--- src/rtl/vga_sync_receiver.sv ---
`timescale 1ns/1ps
// vga_sync_receiver: sink side of the VGA timing path. Samples HS/VS on the
// pixel strobe, locks onto the line/frame timing and recovers the pixel
// position, active-video flag, lock status and a saturating lock-loss count.
//
// state    | meaning
// SEARCH   | no timing reference yet, waiting for a VS fall
// VERIFY   | counting consecutive clean frames toward lock
// LOCKED   | timing trusted, coordinates valid; any error drops to SEARCH
module vga_sync_receiver #(
   parameter int H_ACTIVE    = 640,
   parameter int H_FP        = 16,
   parameter int H_SYNC      = 96,
   parameter int H_BP        = 48,
   parameter int V_ACTIVE    = 480,
   parameter int V_FP        = 10,
   parameter int V_SYNC      = 2,
   parameter int V_BP        = 33,
   parameter int LOCK_FRAMES = 2
) (
   input  logic       CLK,
   input  logic       RST_BTN,
   input  logic       i_pix_stb,
   input  logic       i_hs,
   input  logic       i_vs,
   output logic [9:0] o_x,
   output logic [8:0] o_y,
   output logic       o_active,
   output logic       o_frame_start,
   output logic       o_locked,
   output logic [7:0] o_err_cnt
);
   localparam int H_TOTAL = H_ACTIVE + H_FP + H_SYNC + H_BP;
   localparam int V_TOTAL = V_ACTIVE + V_FP + V_SYNC + V_BP;
   localparam logic [9:0] C_H_LAST = 10'(H_TOTAL - 1);
   localparam logic [9:0] C_V_LAST = 10'(V_TOTAL - 1);
   localparam logic [9:0] C_HA0    = 10'(H_SYNC + H_BP);
   localparam logic [9:0] C_HA_END = 10'(H_SYNC + H_BP + H_ACTIVE);
   localparam logic [9:0] C_VA0    = 10'(V_SYNC + V_BP);
   localparam logic [9:0] C_VA_END = 10'(V_SYNC + V_BP + V_ACTIVE);
   localparam logic [3:0] C_LOCK   = 4'(LOCK_FRAMES);

   typedef enum logic [1:0] {
      S_SEARCH = 2'd0,
      S_VERIFY = 2'd1,
      S_LOCKED = 2'd2
   } state_t;

   state_t     r_state, w_state_nxt;
   logic       r_hs_prev, r_vs_prev, r_frame_bad, r_frame_start;
   logic [9:0] r_hcnt, r_lcnt, w_hcnt_nxt, w_lcnt_nxt;
   logic [3:0] r_good, w_good_nxt;
   logic [7:0] r_err_cnt, w_err_nxt;
   logic       w_hs_fall, w_vs_fall, w_line_err, w_frame_err;
   logic       w_in_h, w_in_v;

   assign w_hs_fall   = r_hs_prev & ~i_hs;
   assign w_vs_fall   = r_vs_prev & ~i_vs;
   // A line must end exactly at H_TOTAL-1: early fall or timeout are both errors.
   assign w_line_err  = w_hs_fall ? (r_hcnt != C_H_LAST) : (r_hcnt == C_H_LAST);
   assign w_frame_err = w_vs_fall ? (r_lcnt != C_V_LAST) : (w_hs_fall & (r_lcnt == C_V_LAST));

   // Next position: VS fall restarts the frame ahead of the HS line increment.
   always_comb begin
      w_hcnt_nxt = r_hcnt;
      w_lcnt_nxt = r_lcnt;
      if (w_hs_fall)
         w_hcnt_nxt = '0;
      else if (r_hcnt != 10'h3FF)
         w_hcnt_nxt = r_hcnt + 10'd1;
      if (w_vs_fall)
         w_lcnt_nxt = '0;
      else if (w_hs_fall && (r_lcnt != 10'h3FF))
         w_lcnt_nxt = r_lcnt + 10'd1;
   end

   // Sampled sync levels, position counters and the per-frame error flag.
   always_ff @(posedge CLK or negedge RST_BTN) begin
      if (!RST_BTN) begin
         r_hs_prev     <= 1'b0;
         r_vs_prev     <= 1'b0;
         r_hcnt        <= '0;
         r_lcnt        <= '0;
         r_frame_bad   <= 1'b0;
         r_frame_start <= 1'b0;
      end else begin
         r_frame_start <= i_pix_stb & w_vs_fall;
         if (i_pix_stb) begin
            r_hs_prev   <= i_hs;
            r_vs_prev   <= i_vs;
            r_hcnt      <= w_hcnt_nxt;
            r_lcnt      <= w_lcnt_nxt;
            r_frame_bad <= w_vs_fall ? 1'b0 : (r_frame_bad | w_line_err);
         end
      end
   end

   // Lock FSM state register with good-frame and lock-loss counters.
   always_ff @(posedge CLK or negedge RST_BTN) begin
      if (!RST_BTN) begin
         r_state   <= S_SEARCH;
         r_good    <= '0;
         r_err_cnt <= '0;
      end else if (i_pix_stb) begin
         r_state   <= w_state_nxt;
         r_good    <= w_good_nxt;
         r_err_cnt <= w_err_nxt;
      end
   end

   // Lock FSM next state; frame_bad is the value accumulated before this strobe.
   always_comb begin
      w_state_nxt = r_state;
      w_good_nxt  = r_good;
      w_err_nxt   = r_err_cnt;
      case (r_state)
         S_SEARCH: begin
            if (w_vs_fall) begin
               w_state_nxt = S_VERIFY;
               w_good_nxt  = '0;
            end
         end
         S_VERIFY: begin
            if (w_vs_fall) begin
               if (!w_frame_err && !r_frame_bad) begin
                  w_good_nxt = r_good + 4'd1;
                  if ((r_good + 4'd1) == C_LOCK)
                     w_state_nxt = S_LOCKED;
               end else begin
                  w_good_nxt = '0;
               end
            end
         end
         S_LOCKED: begin
            if (w_line_err || w_frame_err) begin
               w_state_nxt = S_SEARCH;
               if (r_err_cnt != 8'hFF)
                  w_err_nxt = r_err_cnt + 8'd1;
            end
         end
         default: w_state_nxt = S_SEARCH;
      endcase
   end

   assign w_in_h        = (r_hcnt >= C_HA0) && (r_hcnt < C_HA_END);
   assign w_in_v        = (r_lcnt >= C_VA0) && (r_lcnt < C_VA_END);
   assign o_locked      = (r_state == S_LOCKED);
   assign o_active      = o_locked & w_in_h & w_in_v;
   assign o_x           = o_active ? (r_hcnt - C_HA0) : 10'd0;
   assign o_y           = o_active ? 9'(r_lcnt - C_VA0) : 9'd0;
   assign o_frame_start = r_frame_start;
   assign o_err_cnt     = r_err_cnt;

endmodule

--- config.mk ---
export PLATFORM = sky130hd
export DESIGN_NAME = vga_sync_receiver
export DESIGN_NICKNAME = d
export VERILOG_FILES = /design/src/rtl/vga_sync_receiver.sv
export SDC_FILE = /design/constraint.sdc
export NUM_CORES = 1
export LEC_CHECK = 0
export CORE_MARGIN = 4
export CORE_UTILIZATION = 55
export CTS_CLUSTER_DIAMETER = 200
export DETAILED_ROUTE_END_ITERATION = 12
export MAX_ROUTING_LAYER = met4
export PLACE_DENSITY = 0.76
export SLEW_MARGIN = 20
export SYNTH_ARGS = -nofsm -noshare
export SYNTH_HDL_FRONTEND = slang
export SYNTH_SLANG_ARGS = --single-unit
export TNS_END_PERCENT = 5
--- constraint.sdc ---
create_clock -name CLK -period 2.7 [get_ports CLK]
set_input_delay 0.54 -clock CLK [delete_from_list [all_inputs] [get_ports CLK]]
set_output_delay 0.54 -clock CLK [all_outputs]
set_load 0.005 [all_outputs]
==> impl_results.md <==
- Run status: finished, violations left
- Failing checks: setup timing
- Number of placed I/O pins: 35
- Setup TNS: -2.27 ns
- Headroom to the max-slew limit: 0.432
- Number of nets in the final layout: roughly 380
- Starting density of the core: 0.572
- Fin Clk Skew: between 0.003 and 0.004 ns
- Finish-stage setup viols: 20
- Number of antenna violations at the first check in global routing: 0
- Cell area power density: 411 mW/mm²
- Reported max-cap violation count: 0
- Number of levels the H-tree was split into: 2
- Peak fanout along the critical path: 4
- Largest net degree at the start of global routing: 39
- Placeable core region: about 0.0044 mm²
- Max-slew violation count: 0
- Total iterations of the first detailed-routing run: 4
- GRT Residual Overflow: 0
- Arrival time reported for the critical path endpoint: 2.32 ns
- Cell with the largest stage delay on the worst path: sky130_fd_sc_hd__dfrtp_1
- Clock buffers created by TritonCTS: 5
- Wire length of the first global-routing pass: 10.5 mm
- Critical Path RT: between 2 and 2.5 ns
- Critical path cell sequence: ha_4, or3_4, o31ai_4, nand4_1, buf_4, buf_6, nor3_2, buf_2
- Clock Root Buffer: sky130_fd_sc_hd__clkbuf_8
- Avg Synthesized Cell Area: between 8 and 9 µm²
- Setup repair after global routing missed its margin: true
- Post-DP Area: ~0.0031 mm²
- Uppermost metal layer occupied by signal nets: met4
- Clock-pin transition on the worst setup and hold timing paths: ~0.070 ns
- #FFs+latches synth: 38
- Largest stage delay on the critical path: between 0.4 and 0.5 ns
- Number of cell rows: 24
- Instance count of the mapped netlist: between 200 and 300
- Synth cell types: 44
- PnR worst setup slack: -0.157 ns
- Post-DRT Antenna Nets: 0
- Final count of hold timing violations: 0
- Tmin final: roughly 2.9 ns
- Clock latency of the later-clocked register in the worst-skew pair: approximately 0.29 ns
- Peak supply drop: between 0.2 and 0.25 mV
- # port buffers: 34
- Final total power: between 1 and 1.5 mW
- Final instance area: between 0.003 and 0.004 mm²
- Worst-Margin Slew: ~0.85 ns
- Critical path type: reg2out
- R2r startpoint: r_lcnt[4]
- Path depth of the worst reg2reg path: 7
- Post-placement worst setup slack: -0.175 ns
- Post-Synthesis Cell Area: between 0.002 and 0.003 mm²
- GPL Wtd Cong: between 0.9 and 1
- Leakage power total: 1.59 nW
- Endpoint of the most critical register-to-register path: o_err_cnt[7]
- Share of synthesized registers carrying an async set or reset: 1.00
- Area enclosed by the die boundary: ~0.0057 mm²
- Mean routed wirelength per cell: between 15 and 20 µm
- Maximum clock path buffer count: 2
- Synthesized netlist net count: about 300
- Share of layout cells above drive strength 1: 0.310
- Met3 wire length: 300 µm
- Commonest register cell after synthesis: sky130_fd_sc_hd__dfrtp_1
- Antenna diode count: 0
- Met2 wirelength from detailed routing: approximately 3.2 mm
- Via count of the first global-routing pass: about 2300
- Number of vias per cell after detailed routing: around 5.8
- Total of hold buffers inserted after clock tree synthesis: 0
- Kind of path behind the tightest hold check: in2async
- Number of enable flip-flop cells after synthesis: 0
- All-Layer GR Usage: 0.246
- Nature of the critical path startpoint: flip-flop
- Minimum setup slack among reg-to-reg paths: between 0.3 and 0.4 ns
- Chip height: ~76 µm
- Synth warnings: 0
- Routed wire length: between 6 and 7 mm
- Detailed-route via count: roughly 2400
- Layout area overhead: 34.4%
- Number of design-rule violations left by the first detailed-router iteration: between 100 and 150
- Post-detailed-route DRC marker count: 0
- Die Width: 75.5 µm
- Sum of routed wire segments on met1: between 2 and 3 mm
- Highest Clock Rate: between 300 and 400 MHz
- Critical Path Sink Type: primary output
- Period utilisation layout: 1.06
- CTS Sinks: 38
- Estimated wirelength of the detail-placed design: ~4.5 mm
- CTS tree: done
- Register area share after synthesis: 0.379
critical path: cells and delay by family (launching register included):
kind / cells / cell delay [ns]
DFF: 1 / 0.42
adders and majority gates: 1 / 0.20
and+or+nand+nor: 3 / 0.68
AOI/OAI and AO/OA: 1 / 0.23
buffers and inverters: 3 / 0.49
layer usage:
metal / vias up / GRT usage
met4: 0 / 0.0777
li1: 1138 / -
met2: 67 / 0.395
met1: 1169 / 0.322
met3: 5 / 0.0356
met5: - / -
synth_stat cells (2+ instances only):
cell,count,area [µm²]
sky130_fd_sc_hd__and3_1,4,25.0
sky130_fd_sc_hd__nor4_1,4,25.0
sky130_fd_sc_hd__o31ai_1,6,45.0
sky130_fd_sc_hd__a31o_2,2,17.5
sky130_fd_sc_hd__and4_1,4,35.0
sky130_fd_sc_hd__nand4_1,6,37.5
sky130_fd_sc_hd__nand2b_1,2,12.5
sky130_fd_sc_hd__nand2_1,17,63.8
sky130_fd_sc_hd__nor2_1,40,150
sky130_fd_sc_hd__o22ai_1,2,12.5
sky130_fd_sc_hd__a211o_1,2,17.5
sky130_fd_sc_hd__nand4b_1,2,17.5
sky130_fd_sc_hd__o41ai_1,2,17.5
sky130_fd_sc_hd__nand3_1,17,85.1
sky130_fd_sc_hd__xor2_1,17,149
sky130_fd_sc_hd__xnor2_1,15,131
sky130_fd_sc_hd__inv_1,19,71.3
sky130_fd_sc_hd__o21ai_0,11,55.1
sky130_fd_sc_hd__ha_1,10,125
sky130_fd_sc_hd__a2111oi_4,2,55.1
sky130_fd_sc_hd__or3_1,4,25.0
sky130_fd_sc_hd__mux2_2,3,33.8
sky130_fd_sc_hd__a21oi_1,7,35.0
sky130_fd_sc_hd__a211oi_1,5,37.5
sky130_fd_sc_hd__clkbuf_1,15,56.3
sky130_fd_sc_hd__nor3_1,5,25.0
sky130_fd_sc_hd__nor2b_1,5,31.3
sky130_fd_sc_hd__dfrtp_1,38,951
through the flow:
step	cells	hold slack, ns	util
global route	413	0.421	0.769
CTS	411	0.387	0.748
finish	413	0.350	0.769
global placement	392	0.482	0.717
floorplan	282	0.244	-
detailed placement	392	0.489	0.717
registers in the layout, indices dropped and copies added, names as in the netlist:
register       count
o_frame_start      1
r_lcnt            10
r_frame_bad        1
o_err_cnt          8
r_vs_prev          1
r_hs_prev          1
r_state            2
r_good             4
r_hcnt            10
cells in the final DEF (no fill, tap or decap), types with 9 or more instances in the layout:
cell                              count
sky130_fd_sc_hd__o21ai_0             11
sky130_fd_sc_hd__ha_1                 9
sky130_fd_sc_hd__xor2_1              17
sky130_fd_sc_hd__nor2_1              27
sky130_fd_sc_hd__buf_2               20
sky130_fd_sc_hd__nand3_1             17
sky130_fd_sc_hd__nand2_1             17
sky130_fd_sc_hd__inv_1               19
sky130_fd_sc_hd__xnor2_1             15
sky130_fd_sc_hd__buf_4               48
sky130_fd_sc_hd__nor2_2               9
sky130_fd_sc_hd__clkdlybuf4s50_1     13
sky130_fd_sc_hd__dfrtp_1             38
cell families after synthesis:
family	count (synthesis)	synth area share
simple gates	115	0.235
compound gates	47	0.152
flops	38	0.379
buf+inv	37	0.0588
xor+xnor	32	0.112
fa+ha+maj	10	0.0499
mux	3	0.0135
worst max-delay path by stage:
stage / startpoint / to / cells after the start / slack (ns)
after floorplan: r_lcnt[0] / o_x[7] / 7 / 0.14
after global placement: r_lcnt[0] / o_y[5] / 7 / -0.19
after detailed placement: r_lcnt[0] / o_y[5] / 7 / -0.17
after CTS: r_lcnt[5] / o_y[5] / 7 / -0.13
after global routing: r_lcnt[1] / o_y[5] / 8 / -0.27
final: r_lcnt[1] / o_x[7] / 8 / -0.16
layout make-up:
type,instances,area [µm²]
multi-input combinational,207,1520
fill,317,1010
sequential,38,951
timing repair buffer,88,667
clock buffer,7,86.3
inverter,20,75.1
tap,52,65.1
clock inverter,1,5.00
power breakdown:
part	internal [mW]	switching, mW	total, mW	leakage, nW
sequential	0.611	0.0413	0.652	0.511
combinational	0.147	0.182	0.328	1.03
clock	0.206	0.201	0.407	0.0482
total	0.964	0.424	1.39	1.59
what timing repair did:
action | in CTS | in global routing
cloned | 1 | 0
setup endpoints to repair | 20 | 20
pin swaps | 13 | 5
gates resized for setup | 88 | 19
setup buffers | 10 | 2
Note: power is estimated with default switching activity, not from simulation.
